**config.mk**
```make
export PLATFORM = sky130hd
export DESIGN_NAME = vedic_mult_seq
export DESIGN_NICKNAME = d
export VERILOG_FILES = /design/src/rtl/vedic_mult_seq.sv
export SDC_FILE = /design/constraint.sdc
export NUM_CORES = 1
export LEC_CHECK = 0
export BUFFER_PORTS_ARGS = -buffer_cell sky130_fd_sc_hd__buf_4
export CAP_MARGIN = 10
export CORE_MARGIN = 2
export CORE_UTILIZATION = 58
export CTS_CLUSTER_DIAMETER = 50
export DETAILED_ROUTE_END_ITERATION = 7
export GPL_ROUTABILITY_DRIVEN = 1
export PLACE_DENSITY = 0.91
export SYNTH_ARGS = -nofsm -noshare
export SYNTH_HDL_FRONTEND = slang
export SYNTH_SLANG_ARGS = --single-unit
```
**constraint.sdc**
```tcl
create_clock -name clk -period 3 [get_ports clk]
set_clock_uncertainty 0.1 [all_clocks]
set_input_delay 0 -clock clk [delete_from_list [all_inputs] [get_ports clk]]
set_output_delay 0 -clock clk [all_outputs]
set_load 0.005 [all_outputs]
```
**src/rtl/vedic_mult_seq.sv**
```systemverilog
// Sequences one shared HALF x HALF core through four partial products and
// shift-accumulates them into a 2*WIDTH product with valid/ready handshakes.
//
// state  | meaning
// -------+------------------------------------------------------------
// S_IDLE | waiting for operands, in_ready high, core driven to zero
// S_MUL  | one partial product per cycle (LL, LH, HL, HH), accumulating
// S_DONE | product presented with out_valid until out_ready
module vedic_mult_seq #(
    parameter int WIDTH     = 8,
    parameter bit SKIP_ZERO = 1'b0
) (
    input  logic                 clk,
    input  logic                 rst_n,
    input  logic                 in_valid,
    output logic                 in_ready,
    input  logic [WIDTH-1:0]     a,
    input  logic [WIDTH-1:0]     b,
    output logic [WIDTH/2-1:0]   core_a,
    output logic [WIDTH/2-1:0]   core_b,
    input  logic [WIDTH-1:0]     core_p,
    output logic                 out_valid,
    input  logic                 out_ready,
    output logic [2*WIDTH-1:0]   product,
    output logic                 busy
);

    localparam int HALF = WIDTH / 2;
    localparam int PW   = 2 * WIDTH;

    typedef enum logic [1:0] {
        S_IDLE,
        S_MUL,
        S_DONE
    } state_t;

    state_t            state, state_nxt;
    logic [WIDTH-1:0]  a_q, b_q;
    logic [PW-1:0]     acc;
    logic [PW-1:0]     acc_sum;
    logic [PW-1:0]     pp_ext;
    logic [1:0]        step;
    logic [2:0]        first_step;
    logic [2:0]        cont_step;

    // Bit i set when step i (0=LL 1=LH 2=HL 3=HH) must execute.
    function automatic logic [3:0] live_mask(input logic [WIDTH-1:0] x,
                                             input logic [WIDTH-1:0] y);
        logic xl, xh, yl, yh;
        xl = |x[HALF-1:0];
        xh = |x[WIDTH-1:HALF];
        yl = |y[HALF-1:0];
        yh = |y[WIDTH-1:HALF];
        if (!SKIP_ZERO)
            return 4'b1111;
        return {xh & yh, xh & yl, xl & yh, xl & yl};
    endfunction

    // Returns {found, index} of the lowest live step at or above 'from'.
    function automatic logic [2:0] next_live(input logic [3:0] mask,
                                             input logic [2:0] from);
        logic [2:0] r;
        r = 3'b000;
        for (int i = 3; i >= 0; i--) begin
            if (i >= int'(from) && mask[i])
                r = {1'b1, 2'(i)};
        end
        return r;
    endfunction

    assign first_step = next_live(live_mask(a, b), 3'd0);
    assign cont_step  = next_live(live_mask(a_q, b_q), {1'b0, step} + 3'd1);

    assign pp_ext = {{WIDTH{1'b0}}, core_p};

    always_comb begin
        acc_sum = acc;
        case (step)
            2'd0:    acc_sum = acc + pp_ext;
            2'd1,
            2'd2:    acc_sum = acc + (pp_ext << HALF);
            default: acc_sum = acc + (pp_ext << WIDTH);
        endcase
    end

    always_ff @(posedge clk or negedge rst_n) begin
        if (!rst_n)
            state <= S_IDLE;
        else
            state <= state_nxt;
    end

    always_comb begin
        state_nxt = state;
        in_ready  = 1'b0;
        out_valid = 1'b0;
        busy      = 1'b0;
        core_a    = '0;
        core_b    = '0;
        case (state)
            S_IDLE: begin
                in_ready = 1'b1;
                if (in_valid)
                    state_nxt = first_step[2] ? S_MUL : S_DONE;
            end
            S_MUL: begin
                busy = 1'b1;
                // Core operands come only from registers so they settle once per cycle.
                case (step)
                    2'd0: begin core_a = a_q[HALF-1:0];     core_b = b_q[HALF-1:0];     end
                    2'd1: begin core_a = a_q[HALF-1:0];     core_b = b_q[WIDTH-1:HALF]; end
                    2'd2: begin core_a = a_q[WIDTH-1:HALF]; core_b = b_q[HALF-1:0];     end
                    default: begin core_a = a_q[WIDTH-1:HALF]; core_b = b_q[WIDTH-1:HALF]; end
                endcase
                if (!cont_step[2])
                    state_nxt = S_DONE;
            end
            S_DONE: begin
                busy      = 1'b1;
                out_valid = 1'b1;
                if (out_ready)
                    state_nxt = S_IDLE;
            end
            default: state_nxt = S_IDLE;
        endcase
    end

    always_ff @(posedge clk or negedge rst_n) begin
        if (!rst_n) begin
            a_q     <= '0;
            b_q     <= '0;
            acc     <= '0;
            step    <= '0;
            product <= '0;
        end else begin
            case (state)
                S_IDLE: begin
                    if (in_valid) begin
                        a_q     <= a;
                        b_q     <= b;
                        acc     <= '0;
                        step    <= first_step[1:0];
                        product <= '0;
                    end
                end
                S_MUL: begin
                    acc <= acc_sum;
                    if (cont_step[2])
                        step <= cont_step[1:0];
                    else
                        product <= acc_sum;
                end
                default: ;
            endcase
        end
    end

endmodule

```
== After elaboration in Yosys (flattened, before gate mapping) ==
Cells that the tools add are included.
Word-level totals
  register bits: 52
  output and inout port bits: 27
  logic and storage cells: 57
Cells by class
  $add $sub $neg: 4
  $lt $le $gt $ge: 4
  eq/ne operators: 8
  mux-type cells: 23
  reduce and logical (&&, ||, !) cells: 12
Operator list (count)
  $pmux 16 s2: 3
  $mux 16: 2
  $add 16x12->16: 1
  $add 16x16->16: 1
  $add 16x8->16: 1
  $mux 4: 4
  $mux 3: 4
  $mux 2: 5
  $reduce_and 3->1: 3
  $ne 2x2->1 const B: 4
  $reduce_or 2->1: 4
  $ge 1x3->1 const A: 2
  $ge 2x3->1 const A: 2
  $pmux 2 s3: 1
  $eq 2x1->1 const B: 2
  $eq 2x2->1 const B: 2
  $logic_not 2->1: 2
  $pmux 2 s2: 1
  $reduce_and 2->1: 2
  $add 2x1->3 const B: 1
  $mux 1: 3
  $reduce_bool 2->1: 1

== Longest topological paths before layout ==
Gate-level depths: netlist of run 1.
  depth after elaboration: 8
  gate-level depth with buffers: 10

== Least setup slack after synthesis of run 1 ==
Ideal clock, no wire load.
  path kind: register -> register
  start: register acc[0]
  end: register acc[10]
  setup time: 0.124 ns
  arrival: 2.040 ns
  slack: 0.736 ns
  stages on the path, launching flop included: 10
  path buffers: 0
  period minus slack after synthesis: 2.264 ns
  cells stage by stage: dfrtp_1 -> ha_1 -> inv_1 -> fa_1 -> and2b_1 -> o2111ai_2 -> a31oi_2 -> and3_1 -> o21ai_0 -> a211o_1
On the way
  word-level cells in the longest chain between the ends: 3
  elaborated cells on any way between the ends: 5
  those cells by class: 3 x add/sub; 2 x mux
Ends and longest elaborated chain
  from (decl): RTL line 39  | logic [PW-1:0] acc;
  from (signal assigned): RTL line 147  | acc <= acc_sum;
  $add 16x16->16 (tied with other cells): RTL line 82  | default: acc_sum = acc + (pp_ext << WIDTH);
  $pmux 16 s2 (*): RTL line 78  | case (step)
  $pmux 16 s2 (*): RTL line 136  | case (state)
Every way passes the cells marked *; elsewhere a longest branch is shown, timed or not.
A chain may end at the register's enable or synchronous reset.

== Final worst setup path of run 1 ==
  start: register acc[4]
  end: register acc[12]
The elaborated chain is that of the path after synthesis.

==> results of run 1 <==
power by group:
| part | internal (uW) | switching, uW |
|---|---|---|
| sequential | 967 | 242 |
| clock | 168 | 241 |
| combinational | 1190 | 1670 |
| total | 2320 | 2150 |
worst reg2reg max path, cell delays in order (launching register included):
cell and delay [ps]:
dfrtp_1 420, ha_1 230, fa_1 410, a21o_1 200, a221oi_2 390, a21oi_1 150
xor2_1 200, a221oi_2 290, o21ai_1 100
through the flow:
stage	cell area [um2]	std cells	utilization (%)	hold slack [ps]	worst slack [ps]
floorplan	3821	429	-	-395.6	736.5
global placement	4297	549	67.66	-29.77	641.6
detailed placement	4297	549	67.66	-23.98	531.3
CTS	4588	577	72.26	112.9	453.4
global route	4588	577	72.26	144.1	289.6
finish	4588	577	72.26	118.5	388.4
layout make-up:
type	count	area, um2
inverters	22	82.58
clock buffers	5	68.82
multi-input cells	336	2351
well taps	77	96.34
repair buffers	82	665.6
clock inverters	3	22.52
flip-flops and latches	52	1301
fillers	447	1762
path summary, 6_finish.rpt:
check,start,depth (start not counted),slack [ps],end
max,acc[4],8,390,acc[12]
min,core_p[0],4,120,acc[8]
max reg2reg,acc[4],8,390,acc[12]
min reg2reg,product[2],2,400,product[2]
max in group asynchronous,rst_n,2,2200,acc[12]
min in group asynchronous,rst_n,2,160,product[6]
cell families after synthesis:
group,Yosys count
and+or+nand+nor,117
xor gates and xnor gates,20
muxes,21
AOI/OAI and AO/OA,145
adders and majority gates,33
DFF,52
buffers and inverters,41
routing by layer:
| metal | global-route usage (%) | vias to the layer above |
|---|---|---|
| met5 | 0 | - |
| met4 | 17.46 | 0 |
| met3 | 4.572 | 44 |
| met2 | 51.78 | 201 |
| met1 | 39.92 | 1762 |
| li1 | - | 1709 |
sequential cells by signal, summed over array words and instances (netlist names):
signal,count
acc,16
product,16
a_q,8
b_q,8
state,2
step,2
cell usage after synthesis (7+ instances only):
library cell / n
dfrtp_1: 52
nand2_1: 52
a21oi_1: 30
ha_1: 30
o21ai_1: 26
nor2_1: 22
inv_1: 21
o21ai_0: 18
mux2_2: 16
xnor2_1: 14
clkbuf_1: 13
o22ai_1: 11
and3_1: 10
nand3_1: 10
a21o_1: 7
a22o_1: 7
==> impl_results.md, run 1 <==
* Outcome: complete, no violations
* Yosys warning count at 0
* Die Y at 85.17 um
* Number of routed nets with antenna violations at 0
* Worst-path clk slew at 90 ps
* Drt wl/cell at 18.80 um
* Peak VDD IR at 1342 uV
* Wirelength, routed at 10850 um
* Synthesized instance count at 429
* Final min period at 2612 ps
* CP Data Required Time at 3080 ps
* WL met1 at 4203 um
* Area grow syn2layout at 20.07%
* Setup TNS Final at 0 ps
* Post-synth top area share at 34.05%
* Layout cells sized above 1 at 19.60%
* Worst-Skew Late Latency at 300 ps
* CP Capture Type: flop
* Vias in the first global route at 3780
* Post-Synth XOR/XNOR Area at 4.584%
* Fmax at 0.3829 GHz
* Sequential fraction of the synthesis area at 34.05%
* Initial antenna violation count at 0
* Number of post-CTS setup repair buffers at 0
* CTS tree: yes
* Ys async rst share at 100.0%
* Pwr dens at 975.7 nW/um2
* Yosys reg bits at 52
* Worst-path fanout max at 4
* Power Total at 4477 uW
* CTS Hold Bufs at 20
* DP HPWL at 7362 um
* Die area at 7253 um2
* CP dominant cell by count: a221oi_2
* Number of synthesized flops with an enable pin at 0
* Met2 routed WL at 5289 um
* Grt ovf at 0
* Slowest-stage cell, CP: dfrtp_1
* Synth Area in Compound Gates at 25.21%
* DR WL met3 at 855 um
* Final period utilization at 87.05%
* Cell family with most CP delay: compound AO/OA/AOI/OAI gates
* Top_reg_cell synth: dfrtp_1
* Commonest non-fill, non-tap cells in the layout: buf_4 (62), nand2_1 (52), dfrtp_1 (52), a21oi_1 (30), ha_1 (30)
* Initial Utilization at 60.18%
* First-pass GRT wire length at 18200 um
* Synth Area in Simple Gates at 14.21%
* Io pins at 55
* Inserted Clock Buffers at 5
* Slowest Stage Delay on Critical Path at 420 ps
* Slew HR at 47.26%
* DIE WIDTH at 85.17 um
* Pins Over Slew Limit at 0
* Mapped Avg Cell Area at 8.907 um2
* Final hold violations at 0
* Routed vias at 3716
* CP bufs+invs at 0
* Ranking of synthesized cells by area: dfrtp_1 (34%), ha_1 (9.8%), nand2_1 (5.1%), mux2_2 (4.7%), a21oi_1 (3.9%)
* Total track usage at 31.51%
* Clk buf depth at 2
* Post-CTS sizing at 0
* Synthesized area at 3821 um2
* HP Class: in -> reg
* Most common cell after layout, fill and taps aside: buf_4
* H-tree Lvls at 2
* Setup Crit Path Kind: reg -> reg
* Antenna cells at 0
* RSZ-0062 raised after global routing: false
* Leak Pwr at 0.002117 uW
* Mux contribution to synthesized area at 6.025%
* Core Footprint at 6350 um2
* Worst Tran Pin Value at 791.1 ps
* Fin nets at 560
* Clock tree sinks at 52
* Crit path launch type: flop
* Via-to-Cell Ratio at 6.440
* Drt drc at 0
* Max capacitance violation total at 0
* Initial DRT Pass Iterations at 5
* Setup-failing EPs final at 0
* Root buffer cell: clkbuf_8
* Yosys top cell by area: dfrtp_1
* Arr. time, crit path at 2690 ps
* Largest family of logic cells by synthesized area: compound AO/OA/AOI/OAI gates
* Largest net degree at the start of global routing at 53
* IO Port Bufs at 54
* Drt initial violations at 331
* Post-synth cell types at 60
* # rows at 29
* Syn_nets at 490
* Highest routed layer: met4
* Critical path cell sequence: ha_1 -> fa_1 -> a21o_1 -> a221oi_2 -> a21oi_1 -> xor2_1 -> a221oi_2 -> o21ai_1
* Adder-Cell Fraction of Synth Area at 11.39%
* Gpl congestion at 0.9445
Power figures use the tool's default switching activity.
==> inputs of run 2 (changes only) <==
--- a/config.mk
+++ b/config.mk
@@ -12,6 +12,7 @@
 export CTS_CLUSTER_DIAMETER = 50
 export DETAILED_ROUTE_END_ITERATION = 7
 export GPL_ROUTABILITY_DRIVEN = 1
+export MAX_ROUTING_LAYER = met4
 export PLACE_DENSITY = 0.91
 export SYNTH_ARGS = -nofsm -noshare
 export SYNTH_HDL_FRONTEND = slang
==> run 2 against run 1 <==
  * Flip-flop and latch count stayed put
  * Worst setup slack got worse by 34 ps
  * Non-clock buffer count fell by 2
  * Total power shrank 1.1%
  * First-iteration DRC count is 17% lower
  * Global-route usage down 1.1 points
  * Core utilization shrank 0.14 points
  * Via count down 1.9%
  * Worst hold slack got worse by 4.6 ps
  * Combinational power is 3% lower
  * Critical path type unchanged
  * Critical endpoint unchanged
==> impl_results.md, run 2 (synthesized netlist as in run 1, its figures left out) <==
* Outcome: complete, no violations
* CP bufs+invs at 0 (unchanged)
* Final min period at 2646 ps (+34.01 ps)
* Regs by FF count: acc x16, product x16
* Grt met1 use at 36.51% (-3.4 points)
* Root buffer cell: clkbuf_8
* Initial antenna violation count at 0 (unchanged)
* Initial DRT Pass Iterations at 5 (unchanged)
* Die Y at 85.17 um (unchanged)
* Met3 Usage GRT at 5.350% (+0.78 points)
* Via-to-Cell Ratio at 6.343 (-1.5%)
* Drt drc at 0 (unchanged)
* Routed vias at 3647 (-1.9%)
* Leak Pwr at 0.002103 uW (-0.70%)
* Worst-Skew Late Latency at 310 ps (about the same)
* Total track usage at 30.45% (-1.1 points)
* Fin nets at 558 (-0.36%)
* Peak VDD IR at 763.9 uV (-43%)
* Max capacitance violation total at 0 (unchanged)
* Cell family with most CP delay: compound AO/OA/AOI/OAI gates
* Final hold violations at 0 (unchanged)
* Area grow syn2layout at 19.84%
* H-tree Lvls at 2 (unchanged)
* # rows at 29 (unchanged)
* Clk buf depth at 2 (unchanged)
* Worst-path fanout max at 4 (unchanged)
* Fillers at 448 (+0.22%)
* Gpl congestion at 0.9466 (+0.22%)
* CP Data Required Time at 3090 ps (about the same)
* Pwr dens at 966.7 nW/um2 (-0.92%)
* Initial Utilization at 60.18% (unchanged)
* Slowest-stage cell, CP: dfrtp_1
* CP Capture Type: flop
* Setup-failing EPs final at 0 (unchanged)
* Grt peak-use layer: met2
* P_sw at 2104 uW (-2.3%)
* Pins Over Slew Limit at 0 (unchanged)
* Post-CTS sizing at 0 (unchanged)
* DP HPWL at 7283 um (-1.1%)
* Drt initial violations at 275 (-17%)
* Die area at 7253 um2 (unchanged)
* Inserted Clock Buffers at 5 (unchanged)
* Multi-input logic area at 2351 um2 (unchanged)
* Largest net degree at the start of global routing at 53 (unchanged)
* Core Footprint at 6350 um2 (unchanged)
* CP dominant cell by count: a221oi_2
* Layout cells sized above 1 at 19.28% (-0.32 points)
* Commonest non-fill, non-tap cells in the layout: buf_4 (60), nand2_1 (52), dfrtp_1 (52), a21oi_1 (30), ha_1 (30)
* Critical path cell sequence: ha_1 -> fa_1 -> a21o_1 -> a221oi_2 -> a21oi_1 -> xor2_1 -> a221oi_2 -> o21ai_1
* Drt wl/cell at 18.35 um (-2.4%)
* Number of routed nets with antenna violations at 0 (unchanged)
* HP Class: in -> reg
* Power Total at 4427 uW (-1.1%)
* RSZ-0062 raised after global routing: false
* Grt ovf at 0 (unchanged)
* IO Port Bufs at 54 (unchanged)
* First-pass GRT wire length at 17220 um (-5.4%)
* Setup Crit Path Kind: reg -> reg
* Setup TNS Final at 0 ps (unchanged)
* Final period utilization at 88.19% (+1.1 points)
* Switching Fraction at 47.53% (-0.59 points)
* Worst Tran Pin Value at 1029 ps (+237.5 ps)
* Slew HR at 31.42% (-16 points)
* Most common cell after layout, fill and taps aside: buf_4
* CTS tree: yes
* Io pins at 55 (unchanged)
* DIE WIDTH at 85.17 um (unchanged)
* Wirelength, routed at 10550 um (-2.7%)
* Seq pwr share at 27.2% (+0.2 points)
* Int Pwr at 2323 uW (about the same)
* Crit path launch type: flop
* Arr. time, crit path at 2730 ps (+40 ps)
* Clock tree sinks at 52 (unchanged)
* Comb pwr share at 62.9% (-1.0 points)
* Fmax at 0.3780 GHz (-1.3%)
* Vias in the first global route at 3642 (-3.7%)
* Antenna cells at 0 (unchanged)
* Seq. cell area at 1301 um2 (unchanged)
* Slowest Stage Delay on Critical Path at 430 ps (about the same)
* GRT met2 Usage at 50.14% (-1.6 points)
* Clock Power Share at 9.9% (+0.8 points)
* Worst-path clk slew at 110 ps (+20 ps)
-- run 2: cell count changes in the layout (fill, tap and decap cells not counted) --
cell / change
buf_4: -2
clkinv_4: -1
clkbuf_8: +1
clkinv_2: -1
clkinvlp_4: +2
inv_6: -1
-- run 2: power groups by stage --
stage          Sequential [uW]  Clock (uW)  Combinational (uW)
6_report                  1210         439                2780
5_1_grt                   1240         474                3030
4_1_cts                   1190         440                2710
3_5_place_dp              1210           0                2650
3_3_place_gp              1190           0                2580
2_1_floorplan             1130           0                1910
-- run 2: path summary, 6_finish.rpt --
kind / slack [ps] / cells after the start / start / end
max: 350 / 8 / acc[4] / acc[12]
min reg2reg: 400 / 2 / product[0] / product[0]
min in group asynchronous: 150 / 2 / rst_n / acc[6]
min: 110 / 4 / core_p[0] / acc[8]
max in group asynchronous: 2200 / 2 / rst_n / acc[11]
max reg2reg: 350 / 8 / acc[4] / acc[12]
-- run 2: what timing repair did --
| item | in CTS | in global routing |
|---|---|---|
| buffers inserted | 0 | 0 |
| hold buffers | 20 | 0 |
| endpoints found under the hold margin | 72 | 0 |
-- run 2: routing by layer --
metal	wire length, um	share of wire, %
met4	407	3.9
met1	4205	40
met2	5138	49
met5	0	0
met3	802	7.6
-- run 2: final cells by class --
cell class	instances	share of cell area [%]
well taps	77	2.104
inverters	22	1.803
multi-input cells	336	51.34
flip-flops and latches	52	28.42
clock buffers	6	1.803
repair buffers	80	14.21
clock inverters	2	0.3279
-- run 2: worst reg2reg max path, stage by stage (launching register included) --
cell	delay, ps
dfrtp_1	430
ha_1	240
fa_1	420
a21o_1	200
a221oi_2	420
a21oi_1	180
xor2_1	190
a221oi_2	240
o21ai_1	100
-- run 2: metrics by stage --
stage | cell area [um2] | instances | utilization, % | setup slack, ps | hold slack (ps)
floorplan | 3821 | 429 | - | 736.5 | -395.6
global placement | 4282 | 547 | 67.43 | 640.8 | -26.30
detailed placement | 4282 | 547 | 67.43 | 531.9 | -18.34
CTS | 4579 | 575 | 72.12 | 510.7 | 113.1
global route | 4579 | 575 | 72.12 | 298.7 | 134.0
finish | 4579 | 575 | 72.12 | 354.4 | 113.9
